## config.mk

```make
export PLATFORM = sky130hd
export DESIGN_NAME = memory_arbiter_flat
export DESIGN_NICKNAME = d
export VERILOG_FILES = /design/src/rtl/memory_arbiter_if.sv /design/src/rtl/memory_arbiter.sv /design/src/flat_wrapper.sv
export SDC_FILE = /design/constraint.sdc
export NUM_CORES = 1
export LEC_CHECK = 0
export BUFFER_PORTS_ARGS = -buffer_cell sky130_fd_sc_hd__buf_4
export CAP_MARGIN = 20
export CORE_MARGIN = 5
export CORE_UTILIZATION = 51
export DETAILED_ROUTE_END_ITERATION = 12
export GPL_ROUTABILITY_DRIVEN = 1
export PLACE_DENSITY = 0.86
export RECOVER_POWER = 50
export SYNTH_ARGS = -nofsm -noshare
export SYNTH_HDL_FRONTEND = slang
export SYNTH_SLANG_ARGS = --single-unit
```

## constraint.sdc

```tcl
create_clock -name i_clk -period 2.51 [get_ports i_clk]
set_input_delay 0.251 -clock i_clk [delete_from_list [all_inputs] [get_ports i_clk]]
set_output_delay 0.251 -clock i_clk [all_outputs]
set_load 0.02 [all_outputs]
```

## src/rtl/memory_arbiter_if.sv

```systemverilog
// Core-side request/ack ports and memory-side valid/ready port of the memory arbiter.
// The slave view belongs to the arbiter; the master view belongs to the core and memory.
interface memory_arbiter_if #(
    parameter int ADDR_WIDTH = 32,
    parameter int DATA_WIDTH = 32
);
    logic                  i_instr_req;
    logic [ADDR_WIDTH-1:0] i_instr_addr;
    logic                  o_instr_ack;
    logic [DATA_WIDTH-1:0] o_instr_rdata;

    logic                  i_data_req;
    logic                  i_data_we;
    logic [ADDR_WIDTH-1:0] i_data_addr;
    logic [DATA_WIDTH-1:0] i_data_wdata;
    logic                  o_data_ack;
    logic [DATA_WIDTH-1:0] o_data_rdata;

    logic                  o_mem_valid;
    logic                  o_mem_we;
    logic [ADDR_WIDTH-1:0] o_mem_addr;
    logic [DATA_WIDTH-1:0] o_mem_wdata;
    logic                  i_mem_ready;
    logic [DATA_WIDTH-1:0] i_mem_rdata;

    modport slave (
        input  i_instr_req, i_instr_addr,
        output o_instr_ack, o_instr_rdata,
        input  i_data_req, i_data_we, i_data_addr, i_data_wdata,
        output o_data_ack, o_data_rdata,
        output o_mem_valid, o_mem_we, o_mem_addr, o_mem_wdata,
        input  i_mem_ready, i_mem_rdata
    );

    modport master (
        output i_instr_req, i_instr_addr,
        input  o_instr_ack, o_instr_rdata,
        output i_data_req, i_data_we, i_data_addr, i_data_wdata,
        input  o_data_ack, o_data_rdata,
        input  o_mem_valid, o_mem_we, o_mem_addr, o_mem_wdata,
        output i_mem_ready, i_mem_rdata
    );
endinterface

```

## src/rtl/memory_arbiter.sv

```systemverilog
// Arbitrates the unified memory port between instruction fetch and data access.
// Data wins by default; a bounded data streak guarantees fetch progress.
module memory_arbiter #(
    parameter int ADDR_WIDTH      = 32,
    parameter int DATA_WIDTH      = 32,
    parameter int MAX_DATA_STREAK = 4
) (
    input logic             i_clk,
    input logic             i_reset_n,
    memory_arbiter_if.slave bus
);
    localparam int SW = $clog2(MAX_DATA_STREAK + 1);
    localparam logic [SW-1:0] STREAK_MAX = SW'(MAX_DATA_STREAK);

    typedef enum logic [1:0] {
        IDLE,
        GRANT_INSTR,
        GRANT_DATA,
        RESPOND
    } state_t;

    state_t                state_q, state_d;
    logic [SW-1:0]         streak_q, streak_d;
    logic                  mem_valid_q, mem_valid_d;
    logic                  mem_we_q, mem_we_d;
    logic [ADDR_WIDTH-1:0] mem_addr_q, mem_addr_d;
    logic [DATA_WIDTH-1:0] mem_wdata_q, mem_wdata_d;
    logic                  instr_ack_q, instr_ack_d;
    logic [DATA_WIDTH-1:0] instr_rdata_q, instr_rdata_d;
    logic                  data_ack_q, data_ack_d;
    logic [DATA_WIDTH-1:0] data_rdata_q, data_rdata_d;
    logic                  instr_wins;

    assign bus.o_mem_valid   = mem_valid_q;
    assign bus.o_mem_we      = mem_we_q;
    assign bus.o_mem_addr    = mem_addr_q;
    assign bus.o_mem_wdata   = mem_wdata_q;
    assign bus.o_instr_ack   = instr_ack_q;
    assign bus.o_instr_rdata = instr_rdata_q;
    assign bus.o_data_ack    = data_ack_q;
    assign bus.o_data_rdata  = data_rdata_q;

    // Fetch only overtakes a pending data request once the streak is exhausted
    assign instr_wins = bus.i_instr_req &&
                        (!bus.i_data_req || streak_q == STREAK_MAX);

    always_comb begin
        state_d       = state_q;
        streak_d      = streak_q;
        mem_valid_d   = mem_valid_q;
        mem_we_d      = mem_we_q;
        mem_addr_d    = mem_addr_q;
        mem_wdata_d   = mem_wdata_q;
        instr_ack_d   = 1'b0;
        instr_rdata_d = instr_rdata_q;
        data_ack_d    = 1'b0;
        data_rdata_d  = data_rdata_q;

        unique case (state_q)
            IDLE: begin
                if (instr_wins) begin
                    mem_valid_d = 1'b1;
                    mem_we_d    = 1'b0;
                    mem_addr_d  = bus.i_instr_addr;
                    mem_wdata_d = '0;
                    streak_d    = '0;
                    state_d     = GRANT_INSTR;
                end else if (bus.i_data_req) begin
                    mem_valid_d = 1'b1;
                    mem_we_d    = bus.i_data_we;
                    mem_addr_d  = bus.i_data_addr;
                    mem_wdata_d = bus.i_data_wdata;
                    if (!bus.i_instr_req)
                        streak_d = '0;
                    else if (streak_q != STREAK_MAX)
                        streak_d = streak_q + 1'b1;
                    state_d = GRANT_DATA;
                end
            end
            GRANT_INSTR: begin
                if (bus.i_mem_ready) begin
                    mem_valid_d   = 1'b0;
                    instr_rdata_d = bus.i_mem_rdata;
                    instr_ack_d   = 1'b1;
                    state_d       = RESPOND;
                end
            end
            GRANT_DATA: begin
                if (bus.i_mem_ready) begin
                    mem_valid_d = 1'b0;
                    if (!mem_we_q)
                        data_rdata_d = bus.i_mem_rdata;
                    data_ack_d = 1'b1;
                    state_d    = RESPOND;
                end
            end
            RESPOND: begin
                state_d = IDLE;
            end
            default: begin
                state_d = IDLE;
            end
        endcase
    end

    always_ff @(posedge i_clk or negedge i_reset_n) begin
        if (!i_reset_n) begin
            state_q       <= IDLE;
            streak_q      <= '0;
            mem_valid_q   <= 1'b0;
            mem_we_q      <= 1'b0;
            mem_addr_q    <= '0;
            mem_wdata_q   <= '0;
            instr_ack_q   <= 1'b0;
            instr_rdata_q <= '0;
            data_ack_q    <= 1'b0;
            data_rdata_q  <= '0;
        end else begin
            state_q       <= state_d;
            streak_q      <= streak_d;
            mem_valid_q   <= mem_valid_d;
            mem_we_q      <= mem_we_d;
            mem_addr_q    <= mem_addr_d;
            mem_wdata_q   <= mem_wdata_d;
            instr_ack_q   <= instr_ack_d;
            instr_rdata_q <= instr_rdata_d;
            data_ack_q    <= data_ack_d;
            data_rdata_q  <= data_rdata_d;
        end
    end
endmodule

```

## src/flat_wrapper.sv

```systemverilog
// flat-port wrapper written by rule: the top's interface ports become plain ports
module memory_arbiter_flat 
#(
    parameter int ADDR_WIDTH      = 32,
    parameter int DATA_WIDTH      = 32,
    parameter int MAX_DATA_STREAK = 4
)
  (i_clk, i_reset_n, bus_i_instr_req, bus_i_instr_addr, bus_o_instr_ack, bus_o_instr_rdata, bus_i_data_req, bus_i_data_we, bus_i_data_addr, bus_i_data_wdata, bus_o_data_ack, bus_o_data_rdata, bus_o_mem_valid, bus_o_mem_we, bus_o_mem_addr, bus_o_mem_wdata, bus_i_mem_ready, bus_i_mem_rdata);
  memory_arbiter_if #(.ADDR_WIDTH(ADDR_WIDTH), .DATA_WIDTH(DATA_WIDTH)) bus_i ();
  input logic i_clk;
  input logic i_reset_n;
  input wire logic [$bits(bus_i.i_instr_req)-1:0] bus_i_instr_req;
  input wire logic [$bits(bus_i.i_instr_addr)-1:0] bus_i_instr_addr;
  output wire logic [$bits(bus_i.o_instr_ack)-1:0] bus_o_instr_ack;
  output wire logic [$bits(bus_i.o_instr_rdata)-1:0] bus_o_instr_rdata;
  input wire logic [$bits(bus_i.i_data_req)-1:0] bus_i_data_req;
  input wire logic [$bits(bus_i.i_data_we)-1:0] bus_i_data_we;
  input wire logic [$bits(bus_i.i_data_addr)-1:0] bus_i_data_addr;
  input wire logic [$bits(bus_i.i_data_wdata)-1:0] bus_i_data_wdata;
  output wire logic [$bits(bus_i.o_data_ack)-1:0] bus_o_data_ack;
  output wire logic [$bits(bus_i.o_data_rdata)-1:0] bus_o_data_rdata;
  output wire logic [$bits(bus_i.o_mem_valid)-1:0] bus_o_mem_valid;
  output wire logic [$bits(bus_i.o_mem_we)-1:0] bus_o_mem_we;
  output wire logic [$bits(bus_i.o_mem_addr)-1:0] bus_o_mem_addr;
  output wire logic [$bits(bus_i.o_mem_wdata)-1:0] bus_o_mem_wdata;
  input wire logic [$bits(bus_i.i_mem_ready)-1:0] bus_i_mem_ready;
  input wire logic [$bits(bus_i.i_mem_rdata)-1:0] bus_i_mem_rdata;
  assign bus_i.i_instr_req = bus_i_instr_req;
  assign bus_i.i_instr_addr = bus_i_instr_addr;
  assign bus_o_instr_ack = bus_i.o_instr_ack;
  assign bus_o_instr_rdata = bus_i.o_instr_rdata;
  assign bus_i.i_data_req = bus_i_data_req;
  assign bus_i.i_data_we = bus_i_data_we;
  assign bus_i.i_data_addr = bus_i_data_addr;
  assign bus_i.i_data_wdata = bus_i_data_wdata;
  assign bus_o_data_ack = bus_i.o_data_ack;
  assign bus_o_data_rdata = bus_i.o_data_rdata;
  assign bus_o_mem_valid = bus_i.o_mem_valid;
  assign bus_o_mem_we = bus_i.o_mem_we;
  assign bus_o_mem_addr = bus_i.o_mem_addr;
  assign bus_o_mem_wdata = bus_i.o_mem_wdata;
  assign bus_i.i_mem_ready = bus_i_mem_ready;
  assign bus_i.i_mem_rdata = bus_i_mem_rdata;
  memory_arbiter #(.ADDR_WIDTH(ADDR_WIDTH), .DATA_WIDTH(DATA_WIDTH), .MAX_DATA_STREAK(MAX_DATA_STREAK)) u_core (.i_clk(i_clk), .i_reset_n(i_reset_n), .bus(bus_i));
endmodule
```

==> results of run 1 <==
## worst max-delay path, stage by stage (launching register included)
cell and delay, ps:
dfrtp_1 390, inv_1 100, ha_1 200, a21bo_1 150
and2_4 440, buf_4 350, o211ai_2 120
## worst max-delay path by stage
stage	end	start	cells past startpoint	slack (ps)
CTS	u_core.bus.o_mem_addr[4]$_DFFE_PN0P_	u_core.streak_q[0]$_DFFE_PN0P_	6	610
global placement	u_core.bus.o_mem_wdata[0]$_DFFE_PN0P_	bus_i_instr_req	5	570
floorplan	u_core.bus.o_data_rdata[10]$_DFFE_PN0P_	u_core.state_q[0]$_DFFE_PN0P_	7	840
global route	u_core.bus.o_mem_wdata[15]$_DFFE_PN0P_	i_reset_n	3	380
detailed placement	u_core.bus.o_mem_addr[3]$_DFFE_PN0P_	u_core.streak_q[0]$_DFFE_PN0P_	6	640
finish	u_core.bus.o_mem_addr[4]$_DFFE_PN0P_	u_core.streak_q[0]$_DFFE_PN0P_	6	630
## cells in the final DEF (no fill, tap or decap), types with 2 or more instances in the layout
cell type,n
o211ai_2,27
mux2_2,64
mux2i_1,2
o21ai_1,10
nor2b_1,2
dfrtp_1,137
inv_1,6
clkinv_4,3
nor2_1,4
o21ai_2,13
nand4_1,32
clkinvlp_4,2
ha_1,7
nand2_1,133
a21oi_1,3
o211ai_1,5
buf_4,178
buf_12,3
inv_6,3
clkinv_2,5
clkbuf_1,95
a31oi_1,2
o21ai_0,11
clkbuf_16,17
## layout make-up
| class | instances | area share (%) |
|---|---|---|
| Sequential cell | 137 | 41.6 |
| Multi-Input combinational cell | 326 | 27.7 |
| Timing Repair Buffer | 278 | 21.5 |
| Clock buffer | 18 | 5.33 |
| Tap cell | 143 | 2.17 |
| Clock inverter | 14 | 1.49 |
| Inverter | 6 | 0.273 |
## flip-flops by register name, summed over array words and instances, names as in the netlist
name / flops
u_core.bus.o_mem_we: 1
u_core.bus.o_mem_wdata: 32
u_core.bus.o_instr_rdata: 32
u_core.bus.o_instr_ack: 1
u_core.bus.o_data_rdata: 32
u_core.bus.o_mem_valid: 1
u_core.bus.o_data_ack: 1
u_core.bus.o_mem_addr: 32
u_core.streak_q: 3
u_core.state_q: 2
## per-layer routing
| metal | routed length, µm | global-route usage (%) |
|---|---|---|
| met1 | 6560 | 28.6 |
| met2 | 8270 | 38.6 |
| met3 | 1270 | 8.02 |
| met4 | 196 | 7.03 |
| met5 | 0 | 0 |
## cells by family (layout without fill, tap and decap cells)
group / after synthesis / count (layout) / synth area share (%)
flops: 137 / 137 / 57.7
buf+inv: 46 / 316 / 4.09
fa+ha+maj: 7 / 7 / 1.47
compound gates: 77 / 77 / 11.3
mux: 67 / 67 / 12.7
simple gates: 175 / 175 / 12.7
## power breakdown
group	switching [mW]	internal [mW]	total [mW]
sequential	0.615	3.27	3.88
combinational	3.04	1.89	4.93
clock	0.936	1.39	2.33
==> metrics.yaml, run 1 <==
logic_synthesis:
  synth.area.top_cells: "dfrtp_1 58%, mux2_2 12%, nand2_1 8.4%"
  synth.distinct_cells: 31
  ys.flop_type: "dfrtp_1"
  synthArstFlopShare_pct: 100
  synth_cells: 509
  syn-num-nets: 650
  synth_seq_cells: 137
  ys_warn_count: 0
  yosysMostFrequentCell: "dfrtp_1"
  synth_top_area_cell: "dfrtp_1"
  syn_avg_cell_area_um2: 11.7
  yosys.area.top_type_share_pct: 57.7
  ys_seq_area_share_pct: 57.7
  synth_edf_count: 0
  synth_area_mm2: 0.00594
  yosys-top-cells-count: "137 x dfrtp_1, 133 x nand2_1, 64 x mux2_2"
job:
  cap_violations: 0
hold_path:
  min_to: "u_core.bus.o_mem_we$_DFFE_PN0P_"
  hp-class: "input port to flip-flop"
  hold_path_depth: 3
  hold_start: "bus_i_data_we"
timing:
  timing.fmax_mhz: 532
  finalWorstSetupSlack_ps: 629
  period_minus_slack_ps: 1880
  drv_slew: 0
  fin_skew_ps: 9.57
  grt_setup_unrepaired: "false"
  max_slew_margin_pct: 11.6
  tns_ps: 0
  finalCritPeriodShare_pct: 74.9
  hold_ws_ps: 80.3
  hold_viol: 0
  setup_viol_count_final: 0
  tightest_slew_ps: 1330
global_routing:
  grt_antenna_before_repair: 0
  grt_max_degree: 67
  grt_pass1_vias: 5191
  grt_pass1_wl_um: 26300
  grt-ovfl-total: 0
  grt.total_usage_pct: 23.2
layout:
  fin_nets: 907
  filler_cell_count: 849
  diodes: 0
  multi_input_area_mm2: 0.00228
  regArea_mm2: 0.00343
  final_area_mm2: 0.00824
  fin_util_pct: 72.2
  layoutNonFillerInstCount: 922
  drive_above_1_share_pct: 41.3
  syn_to_final_growth_pct: 38.7
clocking:
  path_clk_slew_ps: 60
  cts_max_level: 4
  post_cts_buffers: 0
  cts_tree: "yes"
  cts.sinks: 137
  clkLatencyLatePin_ps: 410
  cts_hold_buffers: 1
  ctsResizeCount: 0
  clock_path_buffers: 2
  numCtsBuffers: 17
  cts-root-buf: "clkbuf_16"
floorplan:
  die_x_um: 118
  dieArea_mm2: 0.0139
  start_util_pct: 52.0
  core_mm2: 0.0114
  ioPinCount: 266
  die_height_um: 118
  rows: 39
drt:
  finalWirelength_um: 16300
  drt-vias-per-instance: 5.37
  routed-via-count: 4950
  first_iter_violations: 344
  drtPass1Iterations: 4
  wire_per_inst_um: 17.7
  route.detailed.drc: 0
  final_antenna_net_count: 0
placement:
  placed_cells_incl_taps: 889
  pre_cts_ws_ps: 638
  gp_congestion: 0.819
  place_area_mm2: 0.00803
  hpwl_um: 12000
  place.port_buffers: 265
power:
  power.total_mw: 11.1
  ir_drop_mv: 0.819
  power_density_mw_per_mm2: 1350
  leakage_nw: 3.88
setup_path:
  cp_max_fo: 34
  worstSetupStartpointType: "flip-flop"
  end_kind: "flip-flop"
  r2r-end: "u_core.bus.o_mem_addr[4]$_DFFE_PN0P_"
  reg2reg_slack_ps: 630
  reg2reg_depth: 6
  crit_type: "flip-flop to flip-flop"
  arrival_ps: 2160
  r2r_start: "u_core.streak_q[0]$_DFFE_PN0P_"
  crit_required_ps: 2790
run_status:
  outcome: "finished clean"
(Power assumes the default switching activity.)
==> run 2, diff against run 1 <==
--- a/config.mk
+++ b/config.mk
@@ -8,10 +8,10 @@
 export BUFFER_PORTS_ARGS = -buffer_cell sky130_fd_sc_hd__buf_4
 export CAP_MARGIN = 20
 export CORE_MARGIN = 5
-export CORE_UTILIZATION = 51
+export CORE_UTILIZATION = 43
 export DETAILED_ROUTE_END_ITERATION = 12
 export GPL_ROUTABILITY_DRIVEN = 1
-export PLACE_DENSITY = 0.86
+export PLACE_DENSITY = 0.77
 export RECOVER_POWER = 50
 export SYNTH_ARGS = -nofsm -noshare
 export SYNTH_HDL_FRONTEND = slang
==> constraint.sdc (replaced) <==
create_clock -name i_clk -period 1.55 [get_ports i_clk]
set_input_delay 0.155 -clock i_clk [delete_from_list [all_inputs] [get_ports i_clk]]
set_output_delay 0.155 -clock i_clk [all_outputs]
set_load 0.02 [all_outputs]
==> run 2 against run 1 <==
The run now ends with negative setup slack left. Cell area rose by 26%. Worst hold slack got worse by 69 ps. Cell count rose by 18%. Critical path type unchanged. Largest power group unchanged.
==> metrics.yaml, run 2 (synthesized netlist as in run 1, its figures left out) <==
power:
  pwr-share-seq_pct: 30.0
  leakage_nw: 5.09
  p_sw_share_pct: 38.4
  ir_drop_mv: 0.875
  p_switching_mw: 8.20
  power_density_mw_per_mm2: 2050
  pwr-share-clk_pct: 19.6
  combPwrFrac_pct: 50.3
  p_int_mw: 13.1
layout:
  fin_util_pct: 75.7
  syn_to_final_growth_pct: 75.0
  drive_above_1_share_pct: 51.0
  final_common_cell: "buf_4"
  final_cell_mix: "277 x buf_4, 136 x dfrtp_1, 132 x nand2_1"
  filler_cell_count: 804
  fin_nets: 1036
  diodes: 0
setup_path:
  slowest_stage: "dfrtp_1"
  end_kind: "flip-flop"
  crit_chain: "inv_2 -> ha_4 -> and2_4 -> nand2b_4 -> buf_6 -> buf_16 -> mux2_4"
  crit_required_ps: 1850
  reg2reg_slack_ps: -8
  cp_max_fo: 8
  arrival_ps: 1860
  cp_slowest_stage_delay_ps: 380
  cp_num_buf_inv: 3
  cpLargestDelayFamily: "buffers and inverters"
  worstSetupStartpointType: "flip-flop"
  crit_type: "flip-flop to flip-flop"
timing:
  finalCritPeriodShare_pct: 100
  timing.fmax_mhz: 642
  drv_slew: 0
  finalWorstSetupSlack_ps: -7.57
  grt_setup_unrepaired: "true"
  period_minus_slack_ps: 1560
  setup_viol_count_final: 1
  fin_skew_ps: 7.88
  tns_ps: -7.57
  hold_ws_ps: 11.0
  tightest_slew_ps: 751
  max_slew_margin_pct: 50.0
  hold_viol: 0
drt:
  final_antenna_net_count: 0
  finalWirelength_um: 22000
  routed-via-count: 5828
  wire_per_inst_um: 20.2
  route.detailed.drc: 0
  first_iter_violations: 416
  drtPass1Iterations: 6
  drt-vias-per-instance: 5.36
placement:
  place.port_buffers: 265
  pre_cts_ws_ps: -49.6
  hpwl_um: 12600
  gp_congestion: 0.843
clocking:
  cts.sinks: 137
  numCtsBuffers: 17
  cts_max_level: 4
  clkLatencyLatePin_ps: 420
  cts-root-buf: "clkbuf_16"
  path_clk_slew_ps: 60
  cts_tree: "yes"
  clock_path_buffers: 2
floorplan:
  start_util_pct: 43.3
  dieArea_mm2: 0.0163
  rows: 43
  die_x_um: 128
  core_mm2: 0.0137
  ioPinCount: 266
  die_height_um: 128
global_routing:
  grt_pass1_vias: 5864
  grt-ovfl-total: 0
  grt_antenna_before_repair: 0
  grt_max_degree: 48
  grt_pass1_wl_um: 30800
  grt.total_usage_pct: 24.1
hold_path:
  hp-class: "input port to flip-flop"
run_status:
  violations: "negative setup slack"
  outcome: "finished with violations"
job:
  cap_violations: 0
-- run 2: tightest hold or removal path: cells and delay by family --
family	cells	cell delay (ps)
AOI/OAI and AO/OA	1	70
and+or+nand+nor	1	60
buffers and inverters	1	110
-- run 2: power by group through the flow --
| stage | clock, mW | combinational [mW] | sequential [mW] |
|---|---|---|---|
| 5_1_grt | 4.39 | 11.4 | 6.59 |
| 2_1_floorplan | 0 | 3.27 | 8.17 |
| 3_5_place_dp | 0 | 9.32 | 6.34 |
| 3_3_place_gp | 0 | 9.04 | 6.27 |
| 6_report | 4.19 | 10.7 | 6.41 |
| 4_1_cts | 4.23 | 9.79 | 6.31 |
-- run 2: area by class of cell --
| type | instances | area, µm² | share of cell area [%] |
|---|---|---|---|
| clock buffers | 20 | 467 | 4.49 |
| clock inverters | 12 | 148 | 1.42 |
| inverters | 6 | 22.5 | 0.217 |
| multi-input cells | 327 | 2440 | 23.5 |
| flip-flops and latches | 137 | 3430 | 33.0 |
| well taps | 180 | 225 | 2.17 |
| repair buffers | 406 | 3660 | 35.2 |
-- run 2: worst paths after layout --
| path | startpoint | end | cells past startpoint |
|---|---|---|---|
| worst max-delay path | u_core.state_q[0]$_DFFE_PN0P_ | u_core.bus.o_data_rdata[14]$_DFFE_PN0P_ | 7 |
| worst min-delay path | bus_i_data_addr[27] | u_core.bus.o_mem_addr[27]$_DFFE_PN0P_ | 3 |
| worst min register to register | u_core.bus.o_mem_wdata[12]$_DFFE_PN0P_ | u_core.bus.o_mem_wdata[12]$_DFFE_PN0P_ | 2 |
| min in group asynchronous | i_reset_n | u_core.bus.o_instr_rdata[21]$_DFFE_PN0P_ | 2 |
| worst max register to register | u_core.state_q[0]$_DFFE_PN0P_ | u_core.bus.o_data_rdata[14]$_DFFE_PN0P_ | 7 |
| max in group asynchronous | i_reset_n | u_core.state_q[1]$_DFFE_PN0P_ | 3 |
-- run 2: per-layer routing --
| layer | track usage (%) | vias to the layer above | routed length, µm |
|---|---|---|---|
| met5 | 0 | - | 0 |
| met3 | 7.27 | 66 | 1820 |
| li1 | - | 2552 | - |
| met1 | 27.4 | 2893 | 8040 |
| met2 | 41.8 | 317 | 11500 |
| met4 | 10.8 | 0 | 626 |
-- run 2: what timing repair did --
| item | in CTS | in global routing |
|---|---|---|
| gates cloned | 3 | 14 |
| pin swaps | 0 | 4 |
| setup endpoints to repair | 54 | 132 |
| gates resized for setup | 12 | 43 |
| hold buffers | 97 | 0 |
| buffers inserted | 2 | 5 |
| endpoints found under the hold margin | 189 | 0 |
-- run 2: per-stage QoR --
stage,total power [mW],std cells,cell area [µm²]
after detailed placement,15.7,935,8220
after floorplan,11.4,509,5970
after CTS,20.3,1069,9930
after global routing,22.4,1088,10400
after global placement,15.3,935,8220
final,21.3,1088,10400
==> run 3, diff against run 2 <==
--- a/config.mk
+++ b/config.mk
@@ -8,10 +8,10 @@
 export BUFFER_PORTS_ARGS = -buffer_cell sky130_fd_sc_hd__buf_4
 export CAP_MARGIN = 20
 export CORE_MARGIN = 5
-export CORE_UTILIZATION = 43
+export CORE_UTILIZATION = 40
 export DETAILED_ROUTE_END_ITERATION = 12
 export GPL_ROUTABILITY_DRIVEN = 1
-export PLACE_DENSITY = 0.77
+export PLACE_DENSITY = 0.72
 export RECOVER_POWER = 50
 export SYNTH_ARGS = -nofsm -noshare
 export SYNTH_HDL_FRONTEND = slang
==> run 3 against run 2 <==
Non-clock buffer count decreased by 19. Clock skew rose by 1.4 ps. The flow now finishes without violations. Power shrank 4.6%. Clock power is 7.2% higher.
==> metrics.yaml, run 3 (synthesized netlist as in run 1, its figures left out) <==
setup_path:
  worstSetupStartpointType: "flip-flop"
  reg2reg_slack_ps: 20
  r2r_start: "u_core.state_q[0]$_DFFE_PN0P_"
  crit_type: "flip-flop to flip-flop"
  crit_required_ps: 1850
  cp_slowest_stage_delay_ps: 390
  slowest_stage: "dfrtp_1"
  cp_max_fo: 8
  arrival_ps: 1820
  end_kind: "flip-flop"
  r2r-end: "u_core.bus.o_data_rdata[6]$_DFFE_PN0P_"
  crit_chain: "inv_2 -> ha_2 -> and2_4 -> nand2b_4 -> clkbuf_16 -> mux2_1"
  reg2reg_depth: 6
global_routing:
  grt_antenna_before_repair: 0
  grt-ovfl-total: 0
  grt_pass1_wl_um: 30700
  grt_max_degree: 52
  grt_pass1_vias: 5928
  grt.total_usage_pct: 21.8
power:
  power_density_mw_per_mm2: 2060
  combPwrFrac_pct: 47.0
  pwr-share-seq_pct: 31.0
  p_sw_share_pct: 38.6
  pwr-share-clk_pct: 22.0
  ir_drop_mv: 1.11
  p_int_mw: 12.5
  p_switching_mw: 7.86
  leakage_nw: 4.66
layout:
  final_area_mm2: 0.00989
  fin_nets: 1016
  syn_to_final_growth_pct: 66.6
  final_common_cell: "buf_4"
  drive_above_1_share_pct: 45.3
  layoutNonFillerInstCount: 1072
  diodes: 0
  final_cell_mix: "221 x buf_4, 137 x dfrtp_1, 132 x nand2_1"
  fin_util_pct: 68.1
  filler_cell_count: 1083
timing:
  drv_slew: 0
  fin_skew_ps: 9.25
  setup_viol_count_final: 0
  period_minus_slack_ps: 1530
  grt_setup_unrepaired: "true"
  timing.fmax_mhz: 655
  tns_ps: 0
  hold_viol: 0
  hold_ws_ps: 1.39
  tightest_slew_ps: 733
  finalCritPeriodShare_pct: 98.4
  max_slew_margin_pct: 51.1
hold_path:
  hp-class: "input port to flip-flop"
  hold_path_depth: 3
  min_to: "u_core.bus.o_mem_wdata[9]$_DFFE_PN0P_"
  hold_start: "bus_i_data_wdata[9]"
clocking:
  cts_max_level: 4
  path_clk_slew_ps: 60
  numCtsBuffers: 17
  clkLatencyLatePin_ps: 420
  cts_tree: "yes"
  clock_path_buffers: 2
  cts-root-buf: "clkbuf_16"
  cts.sinks: 137
drt:
  drt-met1-wl_um: 7690
  routed-via-count: 5423
  wire_per_inst_um: 18.4
  first_iter_violations: 246
  final_antenna_net_count: 0
  drt-vias-per-instance: 5.06
  finalWirelength_um: 19700
  route.met3.wl_um: 1360
  wl_met2_um: 10200
  drtPass1Iterations: 4
  route.detailed.drc: 0
  top_layer: "met4"
floorplan:
  rows: 44
  start_util_pct: 40.9
  ioPinCount: 266
  core_mm2: 0.0145
  die_x_um: 132
  die_height_um: 132
  dieArea_mm2: 0.0174
placement:
  place.port_buffers: 265
  placed_cells_incl_taps: 942
  gp_congestion: 0.847
  hpwl_um: 12800
  place_area_mm2: 0.00826
job:
  cap_violations: 0
run_status:
  outcome: "finished clean"
run 3: cell types whose count changed in the layout (fill, tap and decap cells not counted), sizes merged:
cell / delta
and2: -1
inv: +2
buf: -62
clkinv: -6
bufinv: +1
clkbuf: +57
dlygate4sd3: -11
run 3: metal layers:
metal,up-vias,track usage [%]
met5,-,0
met4,0,7.89
met3,36,7.67
met2,223,37.9
met1,2659,24.8
li1,2505,-
run 3: per-stage QoR:
stage | setup WS, ps | total power, mW
finish | 24.3 | 20.4
global route | -5.90 | 21.5
CTS | -47.7 | 20.7
detailed placement | -121 | 15.7
global placement | -3.36 | 15.3
floorplan | 3.70 | 11.4
run 3: worst max-delay path: cells and delay by family, from the launching register on:
| family | cells | cell delay, ps |
|---|---|---|
| buffers and inverters | 2 | 290 |
| muxes | 1 | 310 |
| and+or+nand+nor | 2 | 250 |
| DFF | 1 | 390 |
| adders and majority gates | 1 | 170 |
run 3: worst max-delay path by stage:
stage / start / end / slack [ps] / depth (start not counted)
2_1_floorplan: u_core.state_q[0]$_DFFE_PN0P_ / u_core.bus.o_data_rdata[10]$_DFFE_PN0P_ / 4 / 7
5_1_grt: u_core.streak_q[1]$_DFFE_PN0P_ / u_core.bus.o_mem_wdata[24]$_DFFE_PN0P_ / -6 / 6
3_3_place_gp: u_core.state_q[0]$_DFFE_PN0P_ / u_core.bus.o_data_rdata[21]$_DFFE_PN0P_ / -3 / 6
4_1_cts: u_core.state_q[0]$_DFFE_PN0P_ / u_core.bus.o_data_rdata[20]$_DFFE_PN0P_ / -50 / 7
3_5_place_dp: u_core.state_q[0]$_DFFE_PN0P_ / u_core.bus.o_mem_addr[28]$_DFFE_PN0P_ / -120 / 7
6_report: u_core.state_q[0]$_DFFE_PN0P_ / u_core.bus.o_data_rdata[6]$_DFFE_PN0P_ / 20 / 6
run 3: timing repair:
action	in CTS	in global routing
hold buffers	84	2
resized for setup	16	20
gates cloned	2	7
hold endpoints to repair	158	2
setup endpoints to repair	99	121
pin swaps	0	11
buffers inserted	3	2
run 3: power by group through the flow:
stage	Combinational (mW)	Sequential [mW]	Clock, mW
global route	10.3	6.49	4.73
detailed placement	9.37	6.30	0
finish	9.57	6.31	4.49
floorplan	3.27	8.17	0
CTS	9.84	6.29	4.55
global placement	9.09	6.24	0
run 3: area by class of cell:
| cell class | count | area [µm²] | share of cell area [%] |
|---|---|---|---|
| timing repair buffer | 387 | 3190 | 32.3 |
| inverter | 6 | 22.5 | 0.228 |
| clock buffer | 23 | 508 | 5.14 |
| multi-input combinational | 326 | 2350 | 23.8 |
| clock inverter | 9 | 158 | 1.59 |
| sequential | 137 | 3430 | 34.7 |
| tap | 184 | 230 | 2.33 |
